==> src/rtl/engine_sound_pkg.sv <==
// Shared constants and helpers for the multi-channel engine-noise voice.
package engine_sound_pkg;

    localparam int unsigned CH_W  = 4;
    localparam logic [3:0]  CH_MAX = 4'd15;
    localparam int unsigned OUT_W = 16;

    localparam logic [7:0] DEF_LOOP_START = {4'd11, 4'd9};
    localparam logic [7:0] DEF_INIT_VAL   = {4'd6, 4'd4};

    // Width that holds the sum of num_ch full-scale 4-bit channels.
    function automatic int unsigned sum_width(input int unsigned num_ch);
        if (num_ch <= 1)
            return CH_W;
        return CH_W + $clog2(num_ch);
    endfunction

endpackage

==> src/rtl/engine_ring_counter.sv <==
// One 4-bit engine ring channel: counts up to 15, then reloads its loop start.
module engine_ring_counter
    import engine_sound_pkg::*;
(
    input  logic            clk,
    input  logic            rst,
    input  logic            en,
    input  logic            step,
    input  logic            restart,
    input  logic [CH_W-1:0] loop_start,
    input  logic [CH_W-1:0] init_val,
    output logic [CH_W-1:0] value
);

    always_ff @(posedge clk) begin
        if (rst) begin
            value <= init_val;
        end else if (en) begin
            if (restart)
                value <= '0;
            else if (step)
                value <= (value == CH_MAX) ? loop_start : value + CH_W'(1);
        end
    end

endmodule

==> src/rtl/engine_sound_multi.sv <==
// N-channel engine-noise generator with slewed CV-controlled period.
// Define ENGINE_SOUND_MULTI_IIR_EN to add a one-pole low-pass on the output.
module engine_sound_multi
    import engine_sound_pkg::*;
#(
    parameter int unsigned              NUM_CH     = 2,
    parameter int unsigned              CV_W       = 8,
    parameter int unsigned              RAMP_DIV   = 4096,
    parameter int unsigned              RISE_STEP  = 1,
    parameter int unsigned              FALL_STEP  = 1,
    parameter logic [31:0]              WL_BASE    = 32'd6000,
    parameter logic [31:0]              WL_SLOPE   = 32'd20,
    parameter logic [31:0]              WL_MIN     = 32'd200,
    parameter logic [NUM_CH*CH_W-1:0]   LOOP_START = (NUM_CH*CH_W)'(DEF_LOOP_START),
    parameter logic [NUM_CH*CH_W-1:0]   INIT_VAL   = (NUM_CH*CH_W)'(DEF_INIT_VAL)
`ifdef ENGINE_SOUND_MULTI_IIR_EN
    ,
    parameter int unsigned              IIR_SHIFT  = 8
`endif
) (
    input  logic             clk,
    input  logic             rst,
    input  logic             clk_3MHz_en,
    input  logic             engine_rev_en,
    input  logic             motor_en,
    output logic [OUT_W-1:0] out
);

    localparam int unsigned     RAMP_W = (RAMP_DIV > 1) ? $clog2(RAMP_DIV) : 1;
    localparam int unsigned     SUM_W  = sum_width(NUM_CH);
    localparam logic [CV_W-1:0] CV_MAX = '1;

    logic [RAMP_W-1:0] ramp_cnt;
    logic [CV_W-1:0]   cv, cv_next;
    logic [31:0]       wave_len, wl_prod, wl_next, period_cnt;
    logic              last_motor, step, restart;
    logic [CH_W-1:0]   ch_val [NUM_CH];
    logic [SUM_W-1:0]  sum;
    logic [OUT_W-1:0]  mix;

    assign step    = (period_cnt >= wave_len);
    assign restart = motor_en & ~last_motor;

    always_comb begin
        if (engine_rev_en)
            cv_next = (32'(cv) + RISE_STEP > 32'(CV_MAX)) ? CV_MAX : cv + CV_W'(RISE_STEP);
        else
            cv_next = (32'(cv) < FALL_STEP) ? '0 : cv - CV_W'(FALL_STEP);
    end

    // Test the product against the base before subtracting so the result never wraps.
    always_comb begin
        wl_prod = 32'(cv) * WL_SLOPE;
        if (wl_prod >= WL_BASE)
            wl_next = WL_MIN;
        else if (WL_BASE - wl_prod < WL_MIN)
            wl_next = WL_MIN;
        else
            wl_next = WL_BASE - wl_prod;
    end

    always_ff @(posedge clk) begin
        if (rst) begin
            ramp_cnt   <= '0;
            cv         <= '0;
            wave_len   <= WL_BASE;
            period_cnt <= '0;
            last_motor <= 1'b0;
        end else if (clk_3MHz_en) begin
            last_motor <= motor_en;
            wave_len   <= wl_next;
            if (ramp_cnt == RAMP_W'(RAMP_DIV - 1)) begin
                ramp_cnt <= '0;
                cv       <= cv_next;
            end else begin
                ramp_cnt <= ramp_cnt + RAMP_W'(1);
            end
            if (restart || step)
                period_cnt <= '0;
            else
                period_cnt <= period_cnt + 32'd1;
        end
    end

    for (genvar k = 0; k < NUM_CH; k++) begin : g_ch
        engine_ring_counter u_ch (
            .clk        (clk),
            .rst        (rst),
            .en         (clk_3MHz_en),
            .step       (step),
            .restart    (restart),
            .loop_start (LOOP_START[k*CH_W +: CH_W]),
            .init_val   (INIT_VAL[k*CH_W +: CH_W]),
            .value      (ch_val[k])
        );
    end

    always_comb begin
        sum = '0;
        for (int unsigned k = 0; k < NUM_CH; k++)
            sum = sum + SUM_W'(ch_val[k]);
    end

    always_ff @(posedge clk) begin
        if (rst)
            mix <= '0;
        else
            mix <= motor_en ? {sum, {(OUT_W-SUM_W){1'b0}}} : '0;
    end

`ifdef ENGINE_SOUND_MULTI_IIR_EN
    localparam int unsigned Y_W = OUT_W + IIR_SHIFT;
    logic [Y_W-1:0] y;

    // Decay term is removed before adding mix so y stays within Y_W bits.
    always_ff @(posedge clk) begin
        if (rst) begin
            y   <= '0;
            out <= '0;
        end else begin
            if (clk_3MHz_en)
                y <= (y - (y >> IIR_SHIFT)) + Y_W'(mix);
            out <= OUT_W'(y >> IIR_SHIFT);
        end
    end
`else
    always_ff @(posedge clk) begin
        if (rst)
            out <= '0;
        else
            out <= mix;
    end
`endif

endmodule

==> config.mk <==
export PLATFORM = sky130hd
export DESIGN_NAME = engine_sound_multi
export DESIGN_NICKNAME = d
export VERILOG_FILES = /design/src/rtl/engine_sound_pkg.sv /design/src/rtl/engine_ring_counter.sv /design/src/rtl/engine_sound_multi.sv
export SDC_FILE = /design/constraint.sdc
export NUM_CORES = 1
export LEC_CHECK = 0
export BUFFER_PORTS_ARGS = -buffer_cell sky130_fd_sc_hd__buf_2
export CORE_UTILIZATION = 60
export DETAILED_ROUTE_END_ITERATION = 6
export PLACE_DENSITY = 0.78
export REMOVE_ABC_BUFFERS = 1
export SLEW_MARGIN = 15
export SYNTH_ARGS = -nofsm -noshare
export SYNTH_HDL_FRONTEND = slang
export SYNTH_SLANG_ARGS = --single-unit
export TNS_END_PERCENT = 30
==> constraint.sdc <==
create_clock -name clk -period 3.65 [get_ports clk]
set_clock_uncertainty 0.05 [all_clocks]
set_input_delay 0.5475 -clock clk [delete_from_list [all_inputs] [get_ports clk]]
set_output_delay 0.5475 -clock clk [all_outputs]
set_load 0.02 [all_outputs]
==> qor.csv <==
metric;value;unit
share of layout cells above drive strength 1;0.0894;
Synth-to-Final Area Change;5.26;%
Setup Crit Path Kind;reg -> reg;
crit path DAT;3.64;ns
CP Capture Type;flip-flop;
Final nets;705;
diode count;0;
Die Area;0.00958;mm^2
vias per cell;6.15;
failing checks;design-rule violations;
Post-CTS Hold Buffers;0;
register area share after synthesis;0.301;
startpoint type of the worst setup path;flip-flop;
IO Pins;21;
Post-CTS Resized;0;
non-filler cells in the finished layout;757;
DR iter-0 viols;224;
PwrDens;290;mW/mm^2
Final Hold Viols;0;
max incr delay on CP;0.43;ns
Routability Congestion;0.895;
GRT overflow;0;
Synth area leaders;dfxtp_1, ha_1, xnor2_1;
number of synthesized flops with an enable pin;0;
largest net degree at the start of global routing;59;
Synth top area share;0.301;
clk root buf;clkbuf_8;
Inserted Clock Buffers;9;
core box area;0.00881;mm^2
most frequent CP cell;ha_1;
Hold WC Path Type;reg -> reg;
status;finished with violations;
Max FO, Critical Path;6;
vias;4652;
TritonCTS clock tree;yes;
leakage power;2.47;nW
family with the most delay on the worst path;simple AND/OR/NAND/NOR gates;
Clock Latency Late Sink;0.36;ns
Main synth FF type;dfxtp_1;
FP Rows;34;
Avg Synthesized Cell Area;8.55;um^2
post-synth cell types;72;
synthesis-stage register bit count;83;
Die Y;97.9;um
Final Critical Period;3.43;ns
PortBufs;9;
CTS Sinks;83;
worst ir drop on vdd;0.164;mV
DRC viols;1;
Post-Synthesis Cells;645;
RSZ-0062 raised after global routing;false;
Peak Freq;292;MHz
setup TNS;0;ns
H-tree Lvls;3;
Worst-path clk slew;0.09;ns
Warnings, synthesis;0;
final setup vio count;0;
initial antenna violation count;0;
worst path bufs/invs;0;
Hold Slack;0.396;ns
final slew viol count;0;
Detailed Place HPWL;8710;um
Tot GR Track Use;0.264;
vias in the first global route;4398;
drt total wl;12000;um
die width;97.9;um
ys async rst share;0;
post-place instance area;0.00562;mm^2
initial cell density of the core;0.626;
Max Cap Viol;0;
Clock Tree Buf Depth;2;
CP required;3.86;ns
crit path max-delay cell type;fa_1;
Final ANT Viol Nets;0;
wire per inst;15.9;um
Slew HR;0.534;
post-synth top area cell;dfxtp_1;
Slew @ Worst Pin;0.699;ns
global-route wire length before repair;20800;um
drt first pass iters;7;
setup repair bufs after CTS;0;
Finished Cell Area;0.00580;mm^2
period utilization;0.939;
Inst Count DP;741;
Final Util;0.659;
CP cell instances;ha_1 > ha_1 > fa_1 > a211o_1 > and3_1 > nor4_1 > mux2i_1 > xnor2_1 > nand4b_4 > a311oi_1;
synthesized area;0.00551;mm^2
[worst paths after layout]
check	slack (ns)	startpoint	cells past startpoint	to
setup / recovery	0.22	cv[1]	10	wave_len[3]
hold / removal	0.40	mix[11]	1	out[11]
setup reg to reg	0.22	cv[1]	10	wave_len[3]
hold reg to reg	0.40	mix[11]	1	out[11]
[area by class of cell]
| class | instances | area (um^2) |
|---|---|---|
| clock inverters | 6 | 48.8 |
| multi-input cells | 496 | 3560 |
| repair buffers | 22 | 143 |
| fillers | 753 | 3000 |
| clock buffers | 10 | 138 |
| well taps | 108 | 135 |
| inverters | 32 | 120 |
| flip-flops and latches | 83 | 1660 |
[cell families (layout without fill, tap and decap cells)]
family / count (synthesis) / count (layout) / synth area share
AO/OA/AOI/OAI: 128 / 128 / 0.177
XOR/XNOR: 56 / 56 / 0.0889
adder cells (fa/ha/maj): 56 / 56 / 0.130
buffers and inverters: 76 / 70 / 0.0610
flip-flops: 83 / 83 / 0.301
multiplexers: 7 / 7 / 0.0127
other: 1 / 11 / 0.000680
AND/OR/NAND/NOR: 238 / 238 / 0.228
[routing by layer]
layer / GRT usage / vias up / wire, um
met5: 0 / - / 0
met4: 0.0653 / 0 / 131
met3: 0.0637 / 14 / 575
met2: 0.421 / 125 / 5570
met1: 0.358 / 2205 / 5740
li1: - / 2308 / -
[where the power goes]
part	internal, mW	leakage, nW	total [mW]	switching, mW
registers	0.922	0.673	0.935	0.0129
clock network	0.272	0.0855	0.635	0.364
logic	0.0377	1.71	0.116	0.0781
[cell usage in the layout (no fill, tap or decap), drive strengths merged, types with 4 or more instances in the layout]
master / instances
a21o: 7
ha: 54
a211oi: 12
xor2: 27
nor4: 9
a21oi: 21
nand3: 28
nor2b: 10
conb: 11
o221ai: 4
nor3: 38
clkbuf: 10
xnor2: 29
o21ai: 24
a22oi: 4
a211o: 5
a221o: 5
nand2: 36
mux2i: 7
a31oi: 8
inv: 33
dfxtp: 83
nor2: 50
nand2b: 7
or2: 5
nand4: 18
buf: 22
and3: 17
o211ai: 6
[through the flow]
step | worst slack (ns) | total power [mW]
finish | 0.221 | 1.69
global route | 0.0340 | 1.75
CTS | 0.118 | 1.70
detailed placement | 0.152 | 1.07
global placement | 0.289 | 1.07
floorplan | 0.354 | 1.02
[cells in the mapped netlist (10+ instances only)]
cell type	count
a211oi_1	12
a21oi_1	20
and3_1	17
buf_4	11
clkbuf_1	29
dfxtp_1	83
ha_1	54
inv_1	31
nand2_1	36
nand3_1	28
nand4_1	18
nor2_1	50
nor2b_1	10
nor3_1	38
o21ai_0	23
xnor2_1	29
xor2_1	27
[flip-flops by register name, indices dropped and copies added (netlist names)]
signal / cells
mix: 5
last_motor: 1
cv: 8
wave_len: 12
g_ch.u_ch.value: 8
period_cnt: 32
ramp_cnt: 12
out: 5
Note: power is estimated with default switching activity, not from simulation.
